File: config.mk
export PLATFORM = sky130hd
export DESIGN_NAME = demux_router_flat
export DESIGN_NICKNAME = d
export VERILOG_FILES = /design/src/rtl/demux_router_if.sv /design/src/rtl/demux_router.sv /design/src/flat_wrapper.sv
export SDC_FILE = /design/constraint.sdc
export NUM_CORES = 1
export LEC_CHECK = 0
export BUFFER_PORTS_ARGS = -buffer_cell sky130_fd_sc_hd__clkbuf_2
export CORE_UTILIZATION = 30
export DETAILED_ROUTE_END_ITERATION = 10
export HOLD_SLACK_MARGIN = 0.05
export PLACE_DENSITY_LB_ADDON = 0.12
export SLEW_MARGIN = 25
export SYNTH_ARGS = -nofsm -noshare
export SYNTH_HDL_FRONTEND = slang
export SYNTH_SLANG_ARGS = --single-unit
File: constraint.sdc
create_clock -name clk_i -period 2.5 [get_ports clk_i]
set_clock_uncertainty 0.15 [all_clocks]
set_input_delay 0.125 -clock clk_i [delete_from_list [all_inputs] [get_ports clk_i]]
set_output_delay 0.125 -clock clk_i [all_outputs]
set_load 0.05 [all_outputs]
File: src/rtl/demux_router_if.sv
// Bus bundle for demux_router: one input stream, N_CH output streams,
// and the routing/status sideband.
// slave  : router side (drives in_ready, outputs, status)
// master : source/sink side (drives in_*, sel, mode, out_ready)
interface demux_router_if #(
    parameter int WIDTH = 8,
    parameter int N_CH  = 4,
    parameter int SEL_W = 2
) ();
    logic [WIDTH-1:0]      in_data;
    logic                  in_valid;
    logic                  in_ready;
    logic [SEL_W-1:0]      sel;
    logic                  mode;
    logic [N_CH*WIDTH-1:0] out_data;
    logic [N_CH-1:0]       out_valid;
    logic [N_CH-1:0]       out_ready;
    logic [SEL_W-1:0]      cur_ch;
    logic                  sel_err;
    logic [N_CH*16-1:0]    beat_cnt;

    modport slave (
        input  in_data, in_valid, sel, mode, out_ready,
        output in_ready, out_data, out_valid, cur_ch, sel_err, beat_cnt
    );

    modport master (
        output in_data, in_valid, sel, mode, out_ready,
        input  in_ready, out_data, out_valid, cur_ch, sel_err, beat_cnt
    );
endinterface

File: src/rtl/demux_router.sv
// demux_router: routes a valid/ready input stream to one of N_CH one-entry
// output registers, chosen either by an explicit select or by a round-robin
// pointer. Optional per-channel accepted-beat counters are built only when
// the macro DEMUX_ROUTER_CNT_EN is defined; otherwise beat_cnt is tied to 0.
module demux_router #(
    parameter int WIDTH = 8,
    parameter int N_CH  = 4,
    parameter int SEL_W = 2
) (
    input  logic             clk_i,
    input  logic             rst_i,
    demux_router_if.slave    bus
);

    // Select space rounded up to a power of two so that an out-of-range
    // select can index the padded vectors without reading past the end.
    localparam int         N_PAD  = 1 << SEL_W;
    localparam logic [SEL_W:0] NCH_V = (SEL_W+1)'(N_CH);
    localparam logic [SEL_W-1:0] RR_LAST = SEL_W'(N_CH - 1);

    logic [N_CH-1:0]             valid_q, valid_d;
    logic [N_CH-1:0][WIDTH-1:0]  data_q,  data_d;
    logic [SEL_W-1:0]            rr_q,    rr_d;

    logic [SEL_W-1:0]            tgt;
    logic                        sel_err;
    logic                        in_ready;
    logic                        xfer;
    logic [N_PAD-1:0]            vld_pad;
    logic [N_PAD-1:0]            rdy_pad;
    logic [N_CH-1:0]             load_vec;

    // Target selection, select check and input handshake.
    always_comb begin
        tgt      = bus.mode ? rr_q : bus.sel;
        sel_err  = !bus.mode && ({1'b0, bus.sel} >= NCH_V);
        vld_pad  = '0;
        rdy_pad  = '0;
        vld_pad[N_CH-1:0] = valid_q;
        rdy_pad[N_CH-1:0] = bus.out_ready;
        in_ready = !sel_err && (!vld_pad[tgt] || rdy_pad[tgt]);
        xfer     = bus.in_valid && in_ready;
    end

    // Per-channel next state: a load wins over a drain, so a channel that
    // drains and loads in the same cycle stays valid with the new beat.
    always_comb begin
        load_vec = '0;
        valid_d  = valid_q;
        data_d   = data_q;
        for (int k = 0; k < N_CH; k++) begin
            load_vec[k] = xfer && (tgt == SEL_W'(k));
            if (load_vec[k]) begin
                valid_d[k] = 1'b1;
                data_d[k]  = bus.in_data;
            end else if (valid_q[k] && bus.out_ready[k]) begin
                valid_d[k] = 1'b0;
            end
        end
    end

    // Round-robin pointer moves only on an accepted beat in auto mode.
    always_comb begin
        rr_d = rr_q;
        if (xfer && bus.mode) begin
            rr_d = (rr_q == RR_LAST) ? '0 : rr_q + SEL_W'(1);
        end
    end

    // State registers; reset overrides any same-cycle transfer or drain.
    always_ff @(posedge clk_i) begin
        if (rst_i) begin
            valid_q <= '0;
            data_q  <= '0;
            rr_q    <= '0;
        end else begin
            valid_q <= valid_d;
            data_q  <= data_d;
            rr_q    <= rr_d;
        end
    end

`ifdef DEMUX_ROUTER_CNT_EN
    logic [N_CH-1:0][15:0] cnt_q, cnt_d;

    // Accepted-beat counters, free-running wrap at 16 bits.
    always_comb begin
        cnt_d = cnt_q;
        for (int k = 0; k < N_CH; k++) begin
            if (load_vec[k]) begin
                cnt_d[k] = cnt_q[k] + 16'd1;
            end
        end
    end

    // Counter registers.
    always_ff @(posedge clk_i) begin
        if (rst_i) begin
            cnt_q <= '0;
        end else begin
            cnt_q <= cnt_d;
        end
    end

    assign bus.beat_cnt = cnt_q;
`else
    assign bus.beat_cnt = '0;
`endif

    assign bus.in_ready  = in_ready;
    assign bus.sel_err   = sel_err;
    assign bus.cur_ch    = tgt;
    assign bus.out_valid = valid_q;
    assign bus.out_data  = data_q;

endmodule

File: src/flat_wrapper.sv
// flat-port wrapper written by rule: the top's interface ports become plain ports
module demux_router_flat 
#(
    parameter int WIDTH = 8,
    parameter int N_CH  = 4,
    parameter int SEL_W = 2
)
  (clk_i, rst_i, bus_in_data, bus_in_valid, bus_sel, bus_mode, bus_out_ready, bus_in_ready, bus_out_data, bus_out_valid, bus_cur_ch, bus_sel_err, bus_beat_cnt);
  demux_router_if #(.WIDTH(WIDTH), .N_CH(N_CH), .SEL_W(SEL_W)) bus_i ();
  input  logic clk_i;
  input  logic rst_i;
  input wire logic [$bits(bus_i.in_data)-1:0] bus_in_data;
  input wire logic [$bits(bus_i.in_valid)-1:0] bus_in_valid;
  input wire logic [$bits(bus_i.sel)-1:0] bus_sel;
  input wire logic [$bits(bus_i.mode)-1:0] bus_mode;
  input wire logic [$bits(bus_i.out_ready)-1:0] bus_out_ready;
  output wire logic [$bits(bus_i.in_ready)-1:0] bus_in_ready;
  output wire logic [$bits(bus_i.out_data)-1:0] bus_out_data;
  output wire logic [$bits(bus_i.out_valid)-1:0] bus_out_valid;
  output wire logic [$bits(bus_i.cur_ch)-1:0] bus_cur_ch;
  output wire logic [$bits(bus_i.sel_err)-1:0] bus_sel_err;
  output wire logic [$bits(bus_i.beat_cnt)-1:0] bus_beat_cnt;
  assign bus_i.in_data = bus_in_data;
  assign bus_i.in_valid = bus_in_valid;
  assign bus_i.sel = bus_sel;
  assign bus_i.mode = bus_mode;
  assign bus_i.out_ready = bus_out_ready;
  assign bus_in_ready = bus_i.in_ready;
  assign bus_out_data = bus_i.out_data;
  assign bus_out_valid = bus_i.out_valid;
  assign bus_cur_ch = bus_i.cur_ch;
  assign bus_sel_err = bus_i.sel_err;
  assign bus_beat_cnt = bus_i.beat_cnt;
  demux_router #(.WIDTH(WIDTH), .N_CH(N_CH), .SEL_W(SEL_W)) u_core (.clk_i(clk_i), .rst_i(rst_i), .bus(bus_i));
endmodule
# ---- Yosys cells after proc, flatten, opt, wreduce, memory -nomap -nowiden
# Index checks and enable logic that the tools add are counted.
# W data, S select, Z words.
dict set report totals {
  regBits 38
  input_bits 18
  out_inout_bits 104
  elab_cells 46
}
dict set report classes {
  n_addsub 1
  order_cmp 1
  n_eq_ne 4
  muxes 14
  n_reduce_logical 17
}
# op count
set ops {}
lappend ops {{$logic_and A1 B1 Y1} 10}
lappend ops {{$mux W1} 10}
lappend ops {{$reduce_bool A2 Y1} 4}
lappend ops {{$eq A2 B2 Y1 const B} 3}
lappend ops {{$bmux W1 S2} 2}
lappend ops {{$mux W2} 2}
lappend ops {{$lt A2 B3 Y1 const B} 1}
lappend ops {{$add A2 B1 Y2 const B} 1}
lappend ops {{$eq A2 B1 Y1 const B} 1}
lappend ops {{$logic_not A2 Y1} 1}
lappend ops {{$logic_not A1 Y1} 1}
lappend ops {{$logic_or A1 B1 Y1} 1}

# ---- Logic depth before layout (Yosys ltp)
# Gate-level depths: netlist of the first run.
dict set report logic_depth {
  depth_word 8
  depth_mapped 6
  depth_no_buf 5
}

# ---- Least setup slack after synthesis of the first run
# OpenSTA, ideal clock, no wires.
dict set report synth_path {
  path_kind {reg-to-output}
  from {reg u_core.rr_q[1]}
  to {out bus_in_ready}
  arrival_time_ns 1.799
  required_ns 2.225
  setup_slack_ns 0.426
  stages_incl_launch_ff 4
  n_path_buf 0
  cell_sequence {dfxtp_1 mux2i_1 inv_1 mux2i_1}
}
dict set report synth_via {
  elab_chain_len 5
  word_cells_on_any_way 7
  classes_between {mux (5); reduce/logical (2)}
}
# element line_no
set synth_rtl {}
lappend synth_rtl {{start: declaration} demux_router.sv:23} ;# logic [SEL_W-1:0] rr_q, rr_d;
lappend synth_rtl {{start signal: assignment} demux_router.sv:79} ;# rr_q <= rr_d;
lappend synth_rtl {{$mux W2 *} demux_router.sv:35} ;# tgt = bus.mode ? rr_q : bus.sel;
lappend synth_rtl {{net bus_cur_ch[1]} flat_wrapper.sv:20} ;# output wire logic [$bits(bus_i.cur_ch)-1:0] bus_cur_ch;
lappend synth_rtl {{$bmux W1 S2} demux_router.sv:41} ;# in_ready = !sel_err && (!vld_pad[tgt] || rdy_pad[tgt]);
lappend synth_rtl {{$mux W1 (implied by the code)} demux_router.sv:41}
lappend synth_rtl {{$logic_not A1 Y1} demux_router.sv:41}
lappend synth_rtl {{$logic_or A1 B1 Y1 *} demux_router.sv:41}
lappend synth_rtl {{end: declaration} flat_wrapper.sv:17} ;# output wire logic [$bits(bus_i.in_ready)-1:0] bus_in_ready;
# Mark *: on every way through the listed nets, which the timed path passes. The rest lies on a longest branch. The select of a mux whose other input is x is not followed.

# ---- Final worst setup path of the first run
dict set report layout_path {
  from {reg u_core.rr_q[0]}
  to {reg u_core.data_q, in the netlist u_core.bus.out_data[0]}
}
dict set report layout_via {
  elab_chain_len 7
  word_cells_on_any_way 10
  classes_between {mux (5); reduce/logical (5)}
}
# element line_no
set layout_rtl {}
lappend layout_rtl {{$mux W2 *} demux_router.sv:35}
lappend layout_rtl {{$bmux W1 S2} demux_router.sv:41}
lappend layout_rtl {{$mux W1 (implied by the code)} demux_router.sv:41}
lappend layout_rtl {{$logic_not A1 Y1} demux_router.sv:41}
lappend layout_rtl {{$logic_or A1 B1 Y1} demux_router.sv:41}
lappend layout_rtl {{$logic_and A1 B1 Y1} demux_router.sv:42} ;# xfer = bus.in_valid && in_ready;
lappend layout_rtl {{$logic_and A1 B1 Y1 *} demux_router.sv:52} ;# load_vec[k] = xfer && (tgt == SEL_W'(k));
lappend layout_rtl {{end signal: assignment} demux_router.sv:78} ;# data_q <= data_d;
lappend layout_rtl {{end: declaration} demux_router.sv:22} ;# logic [N_CH-1:0][WIDTH-1:0] data_q, data_d;
# Every way passes the cells marked *; elsewhere a longest branch is shown, timed or not. The select of a mux whose other input is x is not followed.
# A chain may end at the register's enable or synchronous reset.

==> flow_metrics.tcl, run 1 <==
set metrics [dict create \
    cts_tree "yes" \
    yosysTopAreaCell "dfxtp_1" \
    syn2layout_area_growth_pct 17.03 \
    grt.total_usage_pct 11.65 \
    grt_pass1_wl_microns 6251 \
    routedWlPerCell_microns 11.13 \
    path_buf_inv 0 \
    wirelength_microns 3972 \
    finalCritPeriodShare_pct 78.35 \
    crit_path_max_fanout 9 \
    stdcell_area_sq_um 2305 \
    cellLeakagePower_nw 1.315 \
    place_congestion 0.7849 \
    instances_no_fill 357 \
    slowest_delay_ns 0.64 \
    initial_utilization_pct 31.01 \
    syn-cell-area_sq_um 1969 \
    cp_slowest_cell "nand4_1" \
    first_pass_iters 4 \
    clock_sinks 38 \
    clock_latency_ns 0.28 \
    dp.cells 337 \
    cts_hold_buf 12 \
    arrival_ns 1.97 \
    antenna_found_initial 0 \
    drive_above_1_share_pct 26.07 \
    syn_area_per_cell_sq_um 9.423 \
    placed_cell_area_sq_um 2093 \
    cap_viol_max_count 0 \
    cp-start-kind "flop" \
    synthDistinctLibCells 25 \
    tns_ns 0 \
    hp-class "in2reg" \
    gr-total-overflow 0 \
    worst_ep_required_time_ns 2.52 \
    power_density_nw_per_um2 672.5 \
    clockRootBuffer "clkbuf_8" \
    crit_type "reg2reg" \
    cts_buffer_depth 2 \
    synth.yosys.seq_area_share_pct 38.63 \
    syn-instance-count 209 \
    worstMarginPinSlew_ns 0.7262 \
    via_per_inst 3.927 \
    nNetsFinal 298 \
    relSlewSlack_pct 51.44 \
    synth_top_flop_cell "dfxtp_1" \
    cts_setup_buffers 0 \
    h-tree-depth 2 \
    synth.area.top_cells "dfxtp_1 (39%), buf_4 (25%), mux2i_1 (18%)" \
    synth-edff-count 0 \
    place_hpwl_microns 2854 \
    detail-route-antenna-nets 0 \
    core_area_sq_um 6350 \
    synthArstFlopShare_pct 0 \
    dieArea_sq_um 6892 \
    rows 29 \
    vias 1402 \
    grt_start_max_net_pins 21 \
    report.final.setup_viol 0 \
    rsz0062_at_grt "false" \
    hold_viol 0 \
    cp_cell_sequence "mux2i_2 > nand4_1 > mux2i_1 > nor2_1" \
    cts_made_buffers 5 \
    worstSetupEndpointType "flop" \
    status "completed" \
    final_util_pct 36.30 \
    drt_iter0_drc 50 \
    critPathTopFamily "simple AND/OR/NAND/NOR gates" \
    timing.fmax_ghz 0.5106 \
    finalCriticalPeriod_ns 1.959 \
    yosysTopAreaCellShare_pct 38.63 \
    die_x_microns 83.02 \
    final_max_slew_viol_count 0 \
    cts.clk_slew.worst_paths_ns 0.07 \
    vdd_drop_max_mv 0.2986 \
    yosysWarningCount 0 \
    port_buffers 56 \
    cts_resized 0 \
    synth_seq_cells 38 \
    grt_pass1_vias 1166 \
    io_pins 122 \
    drc 0 \
    fp.dieH_microns 83.02 \
    diodes 0 \
]
## Yosys cell counts, types with 2 or more instances
master and number:
a21oi_1 4, nand4_1 4, buf_2 4, mux2_2 3, dfxtp_1 38, buf_4 65
nand3b_1 2, clkbuf_1 4, nand2b_1 2, mux2i_1 36, nor2_1 32, inv_1 2
## per-layer routing
| metal | routed length (microns) | track usage (%) | up-vias |
|---|---|---|---|
| met2 | 1843 | 17.29 | 68 |
| met4 | 42 | 3.292 | 0 |
| li1 | - | - | 695 |
| met5 | 0 | 0 | - |
| met1 | 1824 | 15.40 | 633 |
| met3 | 262 | 4.970 | 6 |
## registers in the layout, summed over array words and instances (netlist names)
| signal | count |
|---|---|
| u_core.bus.out_data | 32 |
| u_core.bus.out_valid | 4 |
| u_core.rr_q | 2 |
## placed cells by master (no fill, tap or decap), types with 2 or more instances in the layout
cell type and count:
a21oi_1 4, buf_4 4, clkbuf_2 56, clkbuf_8 6, conb_1 65, dfxtp_1 38, dlygate4sd3_1 12, inv_1 2
mux2_2 3, mux2i_1 36, nand2b_1 2, nand3b_1 2, nand4_1 4, nor2_1 32
## tightest hold or removal path, stage by stage
cell       delay (ns)
clkbuf_2         0.13
o2111ai_1        0.10
mux2_2           0.15
## per-stage QoR
stage	total power, mW	hold slack [ns]	setup WS [ns]
3_3_place_gp	1.117	0.2726	0.5398
3_5_place_dp	1.117	0.2775	0.5187
5_1_grt	1.631	0.09820	0.3588
4_1_cts	1.576	0.08769	0.4962
2_1_floorplan	1.127	0.1189	0.4259
6_report	1.550	0.09262	0.5414
## cell families (layout without fill, tap and decap cells)
logic type | after synthesis | after routing | synth area share (%)
adders and majority gates | 1 | 1 | 0.6352
AOI/OAI and AO/OA | 7 | 7 | 2.033
buffers and inverters | 76 | 83 | 27.13
other | 1 | 65 | 0.1904
and+or+nand+nor | 46 | 46 | 10.67
DFF | 38 | 38 | 38.63
muxes | 40 | 40 | 20.71
## power by group
| group | switching, mW | leakage (nW) | internal (mW) |
|---|---|---|---|
| Combinational | 0.385 | 0.958 | 0.0841 |
| Clock | 0.212 | 0.0482 | 0.223 |
| Sequential | 0.0157 | 0.309 | 0.631 |
| Total | 0.612 | 1.32 | 0.938 |
## final cells by class
type,count,area (sq um)
Clock buffer,7,86.33
Clock inverter,1,5.005
Fill cell,673,4045
Inverter,3,11.26
Multi-Input combinational cell,159,914.6
Sequential cell,38,760.7
Tap cell,77,96.34
Timing Repair Buffer,72,430.4
## final timing paths
| check | from | end | slack (ns) | cells after the start |
|---|---|---|---|---|
| setup / recovery | u_core.rr_q[0] | u_core.bus.out_data[0] | 0.54 | 4 |
| hold / removal | bus_mode | u_core.rr_q[0] | 0.09 | 3 |
| setup reg to reg | u_core.rr_q[0] | u_core.bus.out_data[0] | 0.54 | 4 |
| hold reg to reg | u_core.bus.out_data[17] | u_core.bus.out_data[17] | 0.35 | 2 |
Power figures use the tool's default switching activity.
==> run 2, diff against run 1 <==
==> constraint.sdc (replaced) <==
create_clock -name clk_i -period 1.7 [get_ports clk_i]
set_clock_uncertainty 0.15 [all_clocks]
set_input_delay 0.085 -clock clk_i [delete_from_list [all_inputs] [get_ports clk_i]]
set_output_delay 0.085 -clock clk_i [all_outputs]
set_load 0.05 [all_outputs]
==> run 2 against run 1 <==
Net effect: clock power rose by 60%; hold slack gained 0.053 ns; worst setup slack got worse by 0.52 ns; non-clock buffer count grew 13; routed wire length rose by 2.5%; critical path depth did not move; register-to-register slack got worse by 0.52 ns; die area is the same; sequential power rose by 47%; sequential cell count is the same; critical endpoint is now u_core.rr_q[0].
==> flow_metrics.tcl, run 2 (synthesis results as in run 1) <==
set metrics [dict create \
    status "completed" \
    worst_hold_startpoint "rst_i" \
    cts_buffer_depth 2 \
    syn2layout_area_growth_pct 27.38 \
    finalPower_mw 2.394 \
    crit_path_max_fanout 4 \
    cts_tree "yes" \
    timing.fmax_ghz 0.5941 \
    rsz0062_at_grt "true" \
    worstSetupEndpointType "flop" \
    cap_viol_max_count 0 \
    final_max_slew_viol_count 0 \
    layout_commonest_cell "conb_1" \
    via_per_inst 3.973 \
    crit_type "reg2reg" \
    drc 0 \
    cts.clk_slew.worst_paths_ns 0.08 \
    hold_viol 0 \
    detail-route-antenna-nets 0 \
    rows 29 \
    critical_path.reg2reg.startpoint "u_core.bus.out_valid[1]" \
    drive_above_1_share_pct 32.08 \
    h-tree-depth 2 \
    fillers 642 \
    diodes 0 \
    p_sw_mw 0.9306 \
    arrival_ns 1.71 \
    wl_met3_microns 255 \
    antenna_found_initial 0 \
    gr-total-overflow 0 \
    p_int_mw 1.463 \
    finalCritPeriodShare_pct 99.02 \
    place_hpwl_microns 2996 \
    cts_made_buffers 5 \
    swShare_pct 38.87 \
    first_pass_iters 4 \
    wl_met2_microns 1886 \
    grt_pass1_wl_microns 6568 \
    die_x_microns 83.02 \
    port_buffers 56 \
    vias 1470 \
    clockPowerShare_pct 29.2 \
    cellLeakagePower_nw 1.393 \
    grt_pass1_vias 1252 \
    largest_reg_flops 32 \
    clock_latency_ns 0.29 \
    top_layer "met4" \
    finalCriticalPeriod_ns 1.683 \
    core_area_sq_um 6350 \
    drt_iter0_drc 43 \
    comb_power_share_pct 31.2 \
    worst_slack_ns 0.01668 \
    nNetsFinal 311 \
    cp-start-kind "flop" \
    hp-class "in2reg" \
    power_density_nw_per_um2 954.3 \
    instances_no_fill 370 \
    clockRootBuffer "clkbuf_8" \
    clock_sinks 38 \
    place_congestion 0.7849 \
    place_ws_ns 0.01512 \
    initial_utilization_pct 31.01 \
    vdd_drop_max_mv 0.4802 \
    p_seq_share_pct 39.7 \
    dp.cells 344 \
    fp.dieH_microns 83.02 \
    final_cell_mix "conb_1 (65), clkbuf_2 (55), dfxtp_1 (34), mux2i_1 (33), nor2_1 (32)" \
    report.final.setup_viol 0 \
    critPathLaunch "u_core.bus.out_valid[1]" \
    wirelength_microns 4073 \
    grt.total_usage_pct 12.28 \
    io_pins 122 \
    routedWlPerCell_microns 11.01 \
    dieArea_sq_um 6892 \
    worst_ep_required_time_ns 1.73 \
    grt_start_max_net_pins 21 \
    wirelength_met1_microns 1890 \
]
==> run 2: cell count changes in the layout (fill, tap and decap cells not counted), sizes merged <==
cell         delta
dlygate4sd3     +3
clkbuf          -2
clkinv          +1
buf            +11
==> run 2: final timing paths <==
check                                               end  cells past startpoint  slack (ns)
worst min-delay path            u_core.bus.out_data[15]                      2        0.15
worst min register to register  u_core.bus.out_data[14]                      2        0.35
worst max-delay path                     u_core.rr_q[0]                      4        0.02
worst max register to register           u_core.rr_q[0]                      4        0.02
==> run 2: repair_timing <==
action,in CTS,in global routing
resized for setup,8,4
gates cloned,0,0
hold endpoints to repair,37,0
endpoints found under the setup margin,1,5
hold buffers,15,0
setup buffers,1,2
==> run 2: layer usage <==
layer / vias up / GRT usage (%)
met5: - / 0
met4: 0 / 4.702
met3: 2 / 3.280
met2: 84 / 18.55
met1: 662 / 16.66
li1: 722 / -
==> run 2: layout make-up <==
type                            count  area (sq um)  area share [%]
Clock buffer                        6         93.84           3.741
Inverter                            3         11.26          0.4489
Sequential cell                    38         770.7           30.72
Clock inverter                      2         10.01          0.3990
Timing Repair Buffer               85         561.8           22.39
Tap cell                           77         96.34           3.840
Multi-Input combinational cell    159         964.7           38.45
==> run 2: through the flow <==
stage | area (sq um) | utilization, % | setup TNS (ns) | hold WS (ns)
floorplan | 2232 | - | -0.05043 | 0.07894
global route | 2509 | 39.51 | -0.05069 | 0.1669
global placement | 2181 | 34.34 | 0 | 0.2305
finish | 2509 | 39.51 | 0 | 0.1457
CTS | 2479 | 39.03 | 0 | 0.1289
detailed placement | 2181 | 34.34 | 0 | 0.2318
==> run 2: critical path: stages, from the launching register on <==
cell       delay (ns)
dfxtp_4          0.35
or2b_4           0.28
mux2_2           0.29
o2111ai_2        0.17
mux2_2           0.34
==> run 2: power by group through the flow <==
stage / logic [mW] / clock network (mW) / registers [mW]
after floorplan: 0.572 / 0 / 1.09
after global routing: 0.782 / 0.768 / 0.955
after detailed placement: 0.697 / 0 / 0.969
after CTS: 0.737 / 0.730 / 0.949
final: 0.747 / 0.698 / 0.949
after global placement: 0.698 / 0 / 0.968
